==> src/rtl/mem_pkg.sv <==
// Shared definitions for the RAM request front-end.
//   state_t : controller FSM states (IDLE -> ACCESS -> RESP -> IDLE)
//   size_t  : access size of a load/store request
//   src_t   : which requester owns the in-flight access
package mem_pkg;

  typedef enum logic [1:0] {
    ST_IDLE   = 2'd0,
    ST_ACCESS = 2'd1,
    ST_RESP   = 2'd2
  } state_t;

  typedef enum logic {
    SZ_BYTE = 1'b0,
    SZ_HALF = 1'b1
  } size_t;

  typedef enum logic {
    SRC_IF = 1'b0,
    SRC_LS = 1'b1
  } src_t;

endpackage

==> src/rtl/rr_arb2.sv <==
// Two-way round-robin arbiter between instruction fetch and load/store.
//   clk, rst_n      : clock, asynchronous active-low reset
//   en              : arbitration allowed (controller idle)
//   req_if, req_ls  : request valids
//   gnt_if, gnt_ls  : one-hot grant; a grant is also the handshake, since
//                     it is only given to a requester that is valid
// On a tie the requester not granted last wins; last_grant starts at LS
// so fetch wins the first tie after reset.
module rr_arb2
  import mem_pkg::*;
(
  input  logic clk,
  input  logic rst_n,
  input  logic en,
  input  logic req_if,
  input  logic req_ls,
  output logic gnt_if,
  output logic gnt_ls
);

  src_t last_grant;

  always_comb begin
    // NOTE: defaults first so every path assigns the outputs; a missing
    // assignment on any branch would otherwise infer a latch.
    gnt_if = 1'b0;
    gnt_ls = 1'b0;
    if (en) begin
      if (req_if && req_ls) begin
        gnt_if = (last_grant == SRC_LS);
        gnt_ls = (last_grant == SRC_IF);
      end else begin
        gnt_if = req_if;
        gnt_ls = req_ls;
      end
    end
  end

  // NOTE: non-blocking assignments in clocked logic so every register
  // samples pre-edge values, independent of process ordering.
  always_ff @(posedge clk or negedge rst_n) begin
    if (!rst_n) begin
      last_grant <= SRC_LS;
    end else if (gnt_if) begin
      last_grant <= SRC_IF;
    end else if (gnt_ls) begin
      last_grant <= SRC_LS;
    end
  end

endmodule

==> src/rtl/mem_ctrl.sv <==
// Request front-end for the dual-port byte RAM.
//   clk, rst_n                    : clock, asynchronous active-low reset
//   if_req_valid/ready, if_addr   : fetch request (always halfword read)
//   if_rsp_valid, if_rsp_data     : one-cycle fetch response
//   ls_req_valid/ready, ls_addr,
//   ls_we, ls_size, ls_wdata      : load/store request
//   ls_rsp_valid, ls_rsp_data     : one-cycle load data / store ack
//   ram_en, ram_addr_*, ram_wdata_*,
//   ram_rw_*, ram_rdata_*         : both RAM ports; rdata is registered
// Port 1 always carries the low byte at addr, port 2 the high byte at
// addr+1 (wrapping), so a halfword completes in one RAM cycle. Response
// appears two cycles after the accepting edge.
module mem_ctrl
  import mem_pkg::*;
#(
  parameter int ADDR_W = 8,
  parameter int DATA_W = 8
) (
  input  logic                clk,
  input  logic                rst_n,
  input  logic                if_req_valid,
  output logic                if_req_ready,
  input  logic [ADDR_W-1:0]   if_addr,
  output logic                if_rsp_valid,
  output logic [2*DATA_W-1:0] if_rsp_data,
  input  logic                ls_req_valid,
  output logic                ls_req_ready,
  input  logic [ADDR_W-1:0]   ls_addr,
  input  logic                ls_we,
  input  logic                ls_size,
  input  logic [2*DATA_W-1:0] ls_wdata,
  output logic                ls_rsp_valid,
  output logic [2*DATA_W-1:0] ls_rsp_data,
  output logic                ram_en,
  output logic [ADDR_W-1:0]   ram_addr_1,
  output logic [ADDR_W-1:0]   ram_addr_2,
  output logic [DATA_W-1:0]   ram_wdata_1,
  output logic [DATA_W-1:0]   ram_wdata_2,
  output logic                ram_rw_1,
  output logic                ram_rw_2,
  input  logic [DATA_W-1:0]   ram_rdata_1,
  input  logic [DATA_W-1:0]   ram_rdata_2
);

  typedef struct packed {
    src_t                src;
    logic [ADDR_W-1:0]   addr;
    logic                we;
    size_t               size;
    logic [2*DATA_W-1:0] wdata;
  } req_t;

  localparam req_t REQ_CLEAR = '{src: SRC_IF, addr: '0, we: 1'b0,
                                 size: SZ_BYTE, wdata: '0};

  state_t              state, state_nxt;
  req_t                req_q, req_nxt;
  logic                gnt_if, gnt_ls, accept;
  logic [2*DATA_W-1:0] rsp_data;

  rr_arb2 u_arb (
    .clk    (clk),
    .rst_n  (rst_n),
    .en     (state == ST_IDLE),
    .req_if (if_req_valid),
    .req_ls (ls_req_valid),
    .gnt_if (gnt_if),
    .gnt_ls (gnt_ls)
  );

  assign if_req_ready = gnt_if;
  assign ls_req_ready = gnt_ls;
  assign accept       = gnt_if | gnt_ls;

  always_comb begin
    req_nxt = REQ_CLEAR;
    if (gnt_ls) begin
      req_nxt.src   = SRC_LS;
      req_nxt.addr  = ls_addr;
      req_nxt.we    = ls_we;
      req_nxt.size  = size_t'(ls_size);
      req_nxt.wdata = ls_wdata;
    end else begin
      req_nxt.src   = SRC_IF;
      req_nxt.addr  = if_addr;
      req_nxt.size  = SZ_HALF;
    end
  end

  always_comb begin
    state_nxt = state;
    case (state)
      ST_IDLE:   if (accept) state_nxt = ST_ACCESS;
      ST_ACCESS: state_nxt = ST_RESP;
      ST_RESP:   state_nxt = ST_IDLE;
      default:   state_nxt = ST_IDLE;
    endcase
  end

  always_ff @(posedge clk or negedge rst_n) begin
    if (!rst_n) begin
      state <= ST_IDLE;
      req_q <= REQ_CLEAR;
    end else begin
      state <= state_nxt;
      if (accept) req_q <= req_nxt;
    end
  end

  // Outputs decode straight from state so an asynchronous reset silences
  // the RAM and the response strobes in the same instant.
  always_comb begin
    ram_en       = 1'b0;
    ram_addr_1   = '0;
    ram_addr_2   = '0;
    ram_wdata_1  = '0;
    ram_wdata_2  = '0;
    ram_rw_1     = 1'b0;
    ram_rw_2     = 1'b0;
    if_rsp_valid = 1'b0;
    if_rsp_data  = '0;
    ls_rsp_valid = 1'b0;
    ls_rsp_data  = '0;
    rsp_data     = '0;
    case (state)
      ST_ACCESS: begin
        ram_en      = 1'b1;
        ram_addr_1  = req_q.addr;
        ram_addr_2  = req_q.addr + ADDR_W'(1);
        ram_rw_1    = req_q.we;
        ram_wdata_1 = req_q.wdata[DATA_W-1:0];
        // A byte store leaves port 2 reading; its data is never used.
        if (req_q.we && req_q.size == SZ_HALF) begin
          ram_rw_2    = 1'b1;
          ram_wdata_2 = req_q.wdata[2*DATA_W-1:DATA_W];
        end
      end
      ST_RESP: begin
        if (!req_q.we) begin
          rsp_data = (req_q.size == SZ_HALF) ? {ram_rdata_2, ram_rdata_1}
                                             : {{DATA_W{1'b0}}, ram_rdata_1};
        end
        if (req_q.src == SRC_LS) begin
          ls_rsp_valid = 1'b1;
          ls_rsp_data  = rsp_data;
        end else begin
          if_rsp_valid = 1'b1;
          if_rsp_data  = rsp_data;
        end
      end
      default: ;
    endcase
  end

endmodule

==> config.mk <==
export PLATFORM = sky130hd
export DESIGN_NAME = mem_ctrl
export DESIGN_NICKNAME = d
export VERILOG_FILES = /design/src/rtl/mem_pkg.sv /design/src/rtl/rr_arb2.sv /design/src/rtl/mem_ctrl.sv
export SDC_FILE = /design/constraint.sdc
export NUM_CORES = 1
export LEC_CHECK = 0
export BUFFER_PORTS_ARGS = -buffer_cell sky130_fd_sc_hd__buf_2
export CORE_MARGIN = 2
export CORE_UTILIZATION = 45
export DETAILED_ROUTE_END_ITERATION = 10
export PLACE_DENSITY_LB_ADDON = 0.3
export SLEW_MARGIN = 30
export SYNTH_ARGS = -nofsm -noshare
export SYNTH_HDL_FRONTEND = slang
export SYNTH_SLANG_ARGS = --single-unit
export TNS_END_PERCENT = 100
==> constraint.sdc <==
create_clock -name clk -period 3.4 [get_ports clk]
set_input_delay 0.34 -clock clk [delete_from_list [all_inputs] [get_ports clk]]
set_output_delay 0.34 -clock clk [all_outputs]
set_load 0.02 [all_outputs]
==> results.cfg <==
[clock_network]
ctsHoldBuffers = 0
clkSlewWorstSetupHoldPaths_ns = 0.06
cts_inserted_buffers = 5
cts-root-buf = clkbuf_8
htreeDepth = 2
cts_resized = 0
clock_path_buffers = 2
tritoncts = yes
cts.sinks = 30
postCtsSetupRepairBufs = 0
clkLatencyLatePin_ns = 0.28

[synthesis]
ys_warn_count = 0
yosys_register_bits = 30
syn_nets = 272
synth-main-ff-cell = dfrtp_1
synthDistinctLibCells = 35
netlist_area_um2 = 1820
postSynthAreaPerCell_um2 = 8.39
ys_seq_area_share_pct = 41.3
synth_edf_count = 0
synth_async_sr_flop_share_pct = 100
postSynthCellCount = 217

[sta]
setup_viol = 0
maxSlewHeadroom_pct = 54.9
min_period_over_period_pct = 69.8
fmaxAchievable_mhz = 421
slew_violations = 0
rsz0062_at_grt = false
finalHoldViolCount = 0
clock_skew_ns = 0.00352
min_period_ns = 2.37
tightest_slew_ns = 0.674
setup_tns_ns = 0

[setup_path]
crit_start = state[1]$_DFFE_PN0P_
crit_arrival_ns = 2.03
critPathKind = reg2out
critPathCaptureType = output pin
critPathMaxFanout = 20
reg2reg_from = state[1]$_DFFE_PN0P_
critPathLaunchType = register
cp.required_ns = 3.06

[layout]
final_common_cell = buf_2
layout-drive-gt1-share_pct = 41.2
final_nets = 389
mostFrequentLayoutCells = buf_2 (124), nor2_1 (41), dfrtp_1 (29)
antenna_cells = 0
area_growth_pct = 38.5

[placed_design]
place.gp.congestion = 0.759
io_buffers = 124
post-dp-hpwl_um = 3550

[power_and_ir_drop]
power.density_nw_per_um2 = 802
p_leak_nw = 1.47
max-vdd-ir-drop_mv = 0.437
power_mw = 2.02

[run]
drv_cap = 0

[drt]
ant_nets = 0
firstDrtPassIters = 4
detail_route.wl_per_cell_um = 12.5
drt_iter0_drc = 89
via_count = 1937
via_per_inst = 5.03
wl_um = 4830
drcViolationCount = 0

[min_path]
hp-class = in2async

[global_routing]
grt_overflow = 0
grt_pass1_vias = 1649
antenna_found_initial = 0
grt_pass1_wl_um = 7450
grt_usage_pct = 21.6
grt_start_max_net_pins = 31

[die]
start_util_pct = 46.2
dieArea_um2 = 4570
rows = 23
ioPinCount = 125
dieWidth_um = 67.6
core_area_um2 = 3940
die_height_um = 67.6

[status]
status = completed
[state kept, by name, indices dropped and copies added, names as in the netlist]
register          count
state                 2
req_q                27
u_arb.last_grant      1
[path summary, 6_finish.rpt]
kind                                              end  slack [ns]  depth (start not counted)
min in group clk                req_q[17]$_DFFE_PN0P_        0.28                          2
worst max register to register  req_q[24]$_DFFE_PN0P_        1.43                          4
max in group asynchronous        req_q[9]$_DFFE_PN0P_        2.90                          1
worst min register to register  req_q[15]$_DFFE_PN0P_        0.49                          1
worst max-delay path                   ram_wdata_2[2]        1.03                          5
worst min-delay path             req_q[5]$_DFFE_PN0P_        0.09                          1
[cells by family (layout without fill, tap and decap cells)]
| logic type | Yosys count | in the layout | synth area share, % |
|---|---|---|---|
| AOI/OAI and AO/OA | 42 | 42 | 17.1 |
| xor gates and xnor gates | 3 | 3 | 1.44 |
| muxes | 1 | 1 | 0.619 |
| buffers and inverters | 31 | 149 | 8.32 |
| and+or+nand+nor | 109 | 109 | 30.5 |
| adders and majority gates | 1 | 1 | 0.687 |
| DFF | 30 | 30 | 41.3 |
[worst max-delay path, stage by stage (launching register included)]
cell,delay (ns)
dfrtp_1,0.44
nand2b_1,0.33
inv_2,0.29
and3_1,0.36
and2_1,0.18
buf_2,0.16
[power breakdown]
group	switching (mW)	leakage [nW]	total [mW]	internal, mW
registers	0.142	0.376	0.653	0.510
logic	0.675	1.05	1.08	0.405
clock network	0.125	0.0455	0.289	0.165
total	0.942	1.47	2.02	1.08
[final cells by class]
| type | instances | area, µm² |
|---|---|---|
| clock buffers | 8 | 90.1 |
| fillers | 363 | 1420 |
| inverters | 16 | 60.1 |
| multi-input cells | 156 | 928 |
| flip-flops and latches | 30 | 752 |
| well taps | 50 | 62.6 |
| repair buffers | 125 | 628 |
[metal layers]
layer	track usage, %	share of wire, %	up-vias
met1	27.9	44	880
met4	8.42	1.4	0
met3	3.83	8.2	8
li1	-	-	959
met5	0	0	-
met2	35.7	46	90
[per-stage QoR]
step / hold slack, ns / std cells / cell area [µm²] / setup WS, ns / utilization [%]
finish: 0.0850 / 385 / 2520 / 1.03 / 63.9
global route: 0.138 / 385 / 2520 / 0.865 / 63.9
CTS: 0.102 / 385 / 2510 / 0.987 / 63.8
detailed placement: 0.404 / 377 / 2420 / 1.29 / 61.5
global placement: 0.406 / 377 / 2420 / 1.39 / 61.5
floorplan: 0.0444 / 217 / 1820 / 1.62 / -
[Yosys cell counts, drive strengths merged, types with 2 or more instances]
cell type	n	area share, %
a21oi	3	0.82
a22o	17	8.2
and2	27	9.3
buf	10	4.0
clkbuf	5	1.0
dfrtp	29	40
inv	16	3.3
nand2	11	2.4
nand2b	9	3.1
nand3	12	3.3
nor2	41	8.5
o21ai	11	3.0
o311ai	8	3.8
or3	2	0.69
xor2	2	0.96
No activity file was read; power rests on OpenSTA's default activity.
